### src/rtl/prbs_pkg.sv
// Shared constants for the PRBS display: LFSR tap masks,
// supported width range and a period helper.
package prbs_pkg;

  localparam int MIN_WIDTH = 3;
  localparam int MAX_WIDTH = 16;

  // Entry w holds the 0-based tap positions for a width-w LFSR.
  localparam logic [MAX_WIDTH:0][15:0] TAPS = {
    16'hD008, 16'h6000, 16'h2015, 16'h100D,
    16'h0829, 16'h0500, 16'h0240, 16'h0110,
    16'h00B8, 16'h0060, 16'h0030, 16'h0014,
    16'h000C, 16'h0006, 16'h0000, 16'h0000,
    16'h0000
  };

  function automatic logic [15:0] tap_mask(input int w);
    logic [4:0] idx;
    idx = w[4:0];
    if (w < MIN_WIDTH || w > MAX_WIDTH) return '0;
    return TAPS[idx];
  endfunction

  function automatic int unsigned period(input int w);
    return (32'd1 << w) - 32'd1;
  endfunction

endpackage

### src/rtl/hexToSevenSeg.sv
// Hex nibble to active-low seven-segment glyph.
// Bit order {g,f,e,d,c,b,a}.
module hexToSevenSeg (
  input  logic [3:0] hex,
  output logic [6:0] seg
);

  always_comb begin
    seg = 7'h7F;
    unique case (hex)
      4'h0: seg = 7'h40;
      4'h1: seg = 7'h79;
      4'h2: seg = 7'h24;
      4'h3: seg = 7'h30;
      4'h4: seg = 7'h19;
      4'h5: seg = 7'h12;
      4'h6: seg = 7'h02;
      4'h7: seg = 7'h78;
      4'h8: seg = 7'h00;
      4'h9: seg = 7'h10;
      4'hA: seg = 7'h08;
      4'hB: seg = 7'h03;
      4'hC: seg = 7'h46;
      4'hD: seg = 7'h21;
      4'hE: seg = 7'h06;
      4'hF: seg = 7'h0E;
    endcase
  end

endmodule

### src/rtl/prbs_hex_display_debounce.sv
// Pushbutton conditioner: 2-flop sync, saturating
// low-time counter, single pulse per press.
module debounce_pulse #(
  parameter int CYCLES = 500000
) (
  input  logic i_clk,
  input  logic i_rst_n,
  input  logic i_btn_n,
  output logic o_pulse
);

  localparam int CW = $clog2(CYCLES + 1);
  localparam logic [CW-1:0] SAT = CW'(CYCLES);
  localparam logic [CW-1:0] LAST = CW'(CYCLES - 1);

  logic [1:0]    sync_q, sync_d;
  logic [CW-1:0] cnt_q, cnt_d;
  logic          pulse_q, pulse_d;
  logic          btn_low;

  always_comb begin
    sync_d  = {sync_q[0], i_btn_n};
    btn_low = ~sync_q[1];
    pulse_d = btn_low && (cnt_q == LAST);
    cnt_d   = '0;
    // Parking at SAT keeps a held button from re-firing.
    if (btn_low) begin
      cnt_d = (cnt_q == SAT) ? cnt_q : cnt_q + 1'b1;
    end
  end

  always_ff @(posedge i_clk or negedge i_rst_n) begin
    if (!i_rst_n) begin
      sync_q  <= 2'b11;
      cnt_q   <= '0;
      pulse_q <= 1'b0;
    end else begin
      sync_q  <= sync_d;
      cnt_q   <= cnt_d;
      pulse_q <= pulse_d;
    end
  end

  assign o_pulse = pulse_q;

endmodule

### src/rtl/prbs_hex_display.sv
// Fibonacci LFSR with run/step advance and seed load,
// shown on a bank of hex seven-segment digits.
module prbs_hex_display
  import prbs_pkg::*;
#(
  parameter int          WIDTH           = 7,
  parameter int unsigned SEED            = 1,
  parameter int          DEBOUNCE_CYCLES = 500000,
  parameter int          PRESCALE_CYCLES = 50000000,
  localparam int         N_DIGITS        = (WIDTH + 3) / 4
) (
  input  logic                  i_clk,
  input  logic                  i_rst_n,
  input  logic                  i_run,
  input  logic                  i_step_n,
  input  logic                  i_load,
  input  logic [WIDTH-1:0]      i_seed,
  output logic [WIDTH-1:0]      o_value,
  output logic [7*N_DIGITS-1:0] o_seg,
  output logic                  o_wrap
);

  localparam logic [WIDTH-1:0] SEED_V = WIDTH'(SEED);
  localparam logic [15:0] TAP_MASK = tap_mask(WIDTH);
  localparam logic [WIDTH-1:0] TAP_W = TAP_MASK[WIDTH-1:0];
  localparam int PW = $clog2(PRESCALE_CYCLES + 1);
  localparam logic [PW-1:0] PRE_LAST = PW'(PRESCALE_CYCLES - 1);

  if (WIDTH < MIN_WIDTH || WIDTH > MAX_WIDTH) begin : g_bad_width
    $error("prbs_hex_display: WIDTH %0d unsupported", WIDTH);
  end
  if (SEED_V == '0) begin : g_bad_seed
    $error("prbs_hex_display: SEED must be non-zero");
  end

  logic [1:0]       run_sync_q, run_sync_d;
  logic [1:0]       load_sync_q, load_sync_d;
  logic [PW-1:0]    pre_q, pre_d;
  logic [WIDTH-1:0] state_q, state_d;
  logic [WIDTH-1:0] start_q, start_d;
  logic             wrap_q, wrap_d;
  logic             run_s, load_s, pre_en, tick;
  logic             step_pulse, adv;
  logic [WIDTH-1:0] nxt, seed_v;

  debounce_pulse #(
    .CYCLES (DEBOUNCE_CYCLES)
  ) u_step (
    .i_clk   (i_clk),
    .i_rst_n (i_rst_n),
    .i_btn_n (i_step_n),
    .o_pulse (step_pulse)
  );

  always_comb begin
    run_sync_d  = {run_sync_q[0], i_run};
    load_sync_d = {load_sync_q[0], i_load};
    run_s  = run_sync_q[1];
    load_s = load_sync_q[1];
    pre_en = run_s & ~load_s;
    tick   = pre_en && (pre_q == PRE_LAST);
    pre_d  = '0;
    if (pre_en && !tick) pre_d = pre_q + 1'b1;
    adv    = run_s ? tick : step_pulse;
    nxt    = {state_q[WIDTH-2:0], ^(state_q & TAP_W)};
    seed_v = (i_seed == '0) ? SEED_V : i_seed;
    state_d = state_q;
    start_d = start_q;
    wrap_d  = 1'b0;
    // Load outranks an advance landing on the same cycle.
    if (load_s) begin
      state_d = seed_v;
      start_d = seed_v;
    end else if (adv) begin
      state_d = nxt;
      wrap_d  = (nxt == start_q);
    end
  end

  always_ff @(posedge i_clk or negedge i_rst_n) begin
    if (!i_rst_n) begin
      run_sync_q  <= 2'b00;
      load_sync_q <= 2'b00;
      pre_q       <= '0;
      state_q     <= SEED_V;
      start_q     <= SEED_V;
      wrap_q      <= 1'b0;
    end else begin
      run_sync_q  <= run_sync_d;
      load_sync_q <= load_sync_d;
      pre_q       <= pre_d;
      state_q     <= state_d;
      start_q     <= start_d;
      wrap_q      <= wrap_d;
    end
  end

  logic [4*N_DIGITS-1:0] nibbles;
  assign nibbles = (4*N_DIGITS)'(state_q);

  for (genvar k = 0; k < N_DIGITS; k++) begin : g_digit
    hexToSevenSeg u_hex (
      .hex (nibbles[4*k +: 4]),
      .seg (o_seg[7*k +: 7])
    );
  end

  assign o_value = state_q;
  assign o_wrap  = wrap_q;

endmodule

### config.mk
export PLATFORM = sky130hd
export DESIGN_NAME = prbs_hex_display
export DESIGN_NICKNAME = d
export VERILOG_FILES = /design/src/rtl/prbs_pkg.sv /design/src/rtl/hexToSevenSeg.sv /design/src/rtl/prbs_hex_display_debounce.sv /design/src/rtl/prbs_hex_display.sv
export SDC_FILE = /design/constraint.sdc
export NUM_CORES = 1
export LEC_CHECK = 0
export CORE_MARGIN = 3
export CORE_UTILIZATION = 35
export CTS_CLUSTER_SIZE = 10
export DETAILED_ROUTE_END_ITERATION = 6
export PLACE_DENSITY_LB_ADDON = 0.3
export SYNTH_ARGS = -nofsm -noshare
export SYNTH_HDL_FRONTEND = slang
export SYNTH_HIERARCHICAL = 1
export SYNTH_SLANG_ARGS = --single-unit
### constraint.sdc
create_clock -name i_clk -period 2.9 [get_ports i_clk]
set_input_delay 0.29 -clock i_clk [delete_from_list [all_inputs] [get_ports i_clk]]
set_output_delay 0.29 -clock i_clk [all_outputs]
set_load 0.02 [all_outputs]
==> results.yml <==
status:
  outcome: "finished, violations left"
  violated_checks: "negative hold slack"
pwr:
  p_sw_uw: 614
  power.static_leakage_uw: 0.00186
  pwr-share-seq: 0.433
  p_total_uw: 2370
  p_comb_frac: 0.159
  power_switching_share: 0.260
  power_density_nw_per_um2: 508
  share_clk_of_total_power: 0.408
  cellInternalPower_uw: 1750
  ir_drop_mv: 0.239
floorplanning:
  core.rowCount: 38
  starting_density_of_the_core: 0.361
  die-height_um: 112
  die-width_um: 112
  number_of_top_level_pins: 34
  core_box_area_um2: 10900
  die-area_um2: 12500
synthesis:
  synth_mux_area_frac: 0.0566
  synth_top_family_by_area: "simple AND/OR/NAND/NOR gates"
  syn-cell-area_um2: 3930
  synthAdderAreaFrac: 0.0573
  ys_seq_area_frac: 0.427
  ys.flop_type: "sky130_fd_sc_hd__dfrtp_1"
  number_of_enable_flip_flop_cells_after_synthesis: 0
  synth-simple-area-share: 0.223
  post_synth_num_cell_types: 54
  syn_area_per_cell_um2: 9.93
  ys_seq_elements: 67
  synth-compound-area-share: 0.130
  synth.yosys.warnings: 6
  async_reset_ff_frac: 1.00
  synth_cells: 396
  synthXorXnorAreaFrac: 0.0623
sta:
  timing.final.hold_violations: 2
  finalClockSkew_ns: 0.0147
  worst_slew_pin_slew_ns: 0.763
  count_of_pins_over_their_slew_limit: 0
  worst_slew_margin_rel: 0.491
  max_clock_freq_mhz: 364
  finalSetupTns_ns: 0
  min_clock_period_post_route_ns: 2.74
  holdWs_ns: -0.00333
  post-route-period-util: 0.946
  setup-violations-final: 0
  grt_setup_unrepaired: "no"
setup_path:
  critPathArrivalTime_ns: 2.45
  timing_worst_setup_path_type: "reg -> out"
  timing.critical_path.required_ns: 2.61
  crit_path_max_fanout: 10
  regToRegSetupSlack_ns: 0.61
  critical_path_endpoint_category: "output port"
  startpoint_type: "flip-flop"
global_route:
  grt.overflow.total: 0
  grt_start_max_net_pins: 37
  grt_pass1_wl_mm: 14.5
  grt.total_usage: 0.140
  via_count_of_the_first_global_routing_pass: 3040
  number_of_antenna_violations_at_the_first_check_in_global_routing: 0
finish:
  multiInputGateArea_um2: 2090
  layout.nets: 462
  fill_cells: 1046
  drive_above_1_share: 0.110
  finish.utilization: 0.428
  sequential_cell_area_um2: 1680
  antenna-diode-count: 0
  layout-area-overhead-vs-synth_pct: 18.5
  stdcell_count: 577
  design_area_um2: 4660
cts:
  clkSinkCount: 67
  clk_transition_reported_paths_ns: 0.08
  ctsRootBufferMaster: "sky130_fd_sc_hd__clkbuf_8"
  cts_made_buffers: 9
  cts_max_level: 3
  clock_tree.buffer_depth: 2
  clkLatencyLatePin_ns: 0.35
  tritoncts_clock_tree: "built"
  cts-hold-fix-buffers: 0
detailed_routing:
  highest_layer: "met4"
  wire_per_inst_um: 14.4
  routed-wl-met3_um: 262
  via_density_per_instance: 5.28
  met1Wirelength_mm: 3.92
  route.vias.total: 3044
  antenna_violating_nets_post_route: 0
  number_of_detailed_route_iterations_in_the_first_pass: 4
  detail_route.iter0.violations: 138
  wl_met2_mm: 4.06
  drc_errors: 0
  routed_wl_mm: 8.33
placed_design:
  port_buffers: 33
  detailed_place_hpwl_mm: 5.81
  dpl-instance-area_um2: 4380
  placed_cell_count: 558
  gp_routability_congestion: 0.800
run:
  drv.max_cap_violation_count: 0
hold_path:
  worstHoldPathType: "in -> async"
-- metrics by stage --
step,hold slack [ns],setup WS (ns)
5_1_grt,0.0517,0.0152
2_1_floorplan,-0.00559,0.723
6_report,-0.00333,0.156
4_1_cts,0.0227,0.0358
3_3_place_gp,0.346,0.513
3_5_place_dp,0.346,0.435
-- power groups by stage --
stage,Clock (uW),Sequential [uW],Combinational [uW]
2_1_floorplan,0,1030,222
3_3_place_gp,0,1040,366
4_1_cts,994,1030,371
3_5_place_dp,0,1040,370
5_1_grt,1030,1030,411
6_report,967,1030,376
-- repair_timing --
| item | 4_1_cts | 5_1_grt |
|---|---|---|
| endpoints found under the setup margin | 0 | 3 |
| buffers inserted | 0 | 3 |
| resized for setup | 0 | 2 |
| hold endpoints to repair | 0 | 0 |
-- cell usage after synthesis (6+ instances only) --
cell type,instances,share of area
sky130_fd_sc_hd__dfrtp_1,63,0.40
sky130_fd_sc_hd__o31ai_1,9,0.017
sky130_fd_sc_hd__ha_1,18,0.057
sky130_fd_sc_hd__a21oi_1,21,0.027
sky130_fd_sc_hd__inv_1,18,0.017
sky130_fd_sc_hd__or3_1,6,0.0095
sky130_fd_sc_hd__xor2_1,11,0.024
sky130_fd_sc_hd__clkbuf_1,7,0.0067
sky130_fd_sc_hd__nand4_1,11,0.017
sky130_fd_sc_hd__mux2i_1,8,0.020
sky130_fd_sc_hd__nand3_1,15,0.019
sky130_fd_sc_hd__a221o_1,7,0.018
sky130_fd_sc_hd__nor3_1,10,0.013
sky130_fd_sc_hd__a22o_1,10,0.022
sky130_fd_sc_hd__nor2_1,42,0.040
sky130_fd_sc_hd__o21ai_0,14,0.018
sky130_fd_sc_hd__nor4_1,10,0.016
sky130_fd_sc_hd__or4_1,10,0.019
sky130_fd_sc_hd__xnor2_1,17,0.038
sky130_fd_sc_hd__mux2_2,8,0.023
sky130_fd_sc_hd__nand2_1,19,0.018
-- flip-flops by register name, summed over array words and instances, names as in the netlist --
| register | cells |
|---|---|
| load_sync_q | 2 |
| o_value | 7 |
| o_wrap | 1 |
| pre_q | 26 |
| run_sync_q | 2 |
| start_q | 7 |
| u_step/cnt_q | 19 |
| u_step/o_pulse | 1 |
| u_step/sync_q | 2 |
-- per-layer routing --
layer  vias to the layer above  track usage
li1                       1522            -
met1                      1479        0.185
met2                        38        0.222
met3                         5       0.0345
met4                         0       0.0513
met5                         -            0
-- layout make-up --
cell class,count,area share
sequential,67,0.361
inverter,18,0.0145
clock buffer,10,0.0295
clock inverter,6,0.0242
multi-input combinational,296,0.449
tap,140,0.0376
timing repair buffer,40,0.0843
-- final timing paths --
| check | to | from | cells past startpoint |
|---|---|---|---|
| setup / recovery | o_seg[3] | o_value[1] | 5 |
| hold / removal | pre_q[16] | i_rst_n | 1 |
| setup reg to reg | o_value[3] | pre_q[11] | 4 |
| hold reg to reg | run_sync_q[1] | run_sync_q[0] | 0 |
| max in group asynchronous | u_step/cnt_q[7] | i_rst_n | 2 |
| min in group i_clk | u_step/sync_q[0] | i_step_n | 1 |
-- worst max-delay path, stage by stage, from the launching register on --
cell and delay [ns]:
sky130_fd_sc_hd__dfrtp_1 0.54, sky130_fd_sc_hd__inv_1 0.18, sky130_fd_sc_hd__ha_1 0.31, sky130_fd_sc_hd__inv_1 0.05, sky130_fd_sc_hd__mux4_1 0.49, sky130_fd_sc_hd__clkdlybuf4s50_1 0.55
-- logic make-up after synthesis --
group | Yosys count
simple gates | 155
compound gates | 74
flops | 67
buf+inv | 35
xor+xnor | 28
fa+ha+maj | 18
mux | 18
other cells | 1
-- cell usage in the layout, fill, tap and decap left out, drive strengths merged, types with 9 or more instances in the layout --
cell type	synthesis	layout
o31ai	9	9
a22o	10	10
inv	18	18
ha	18	18
clkdlybuf4s50	0	31
nor3	10	10
nor4	10	10
or3	9	9
xor2	11	11
xnor2	17	17
nand3	15	15
clkbuf	7	10
dfrtp	63	63
nand4	12	12
o21ai	14	14
or4	12	12
a21oi	21	21
nand2	19	19
nor2	42	42
Note: power is estimated with default switching activity, not from simulation.
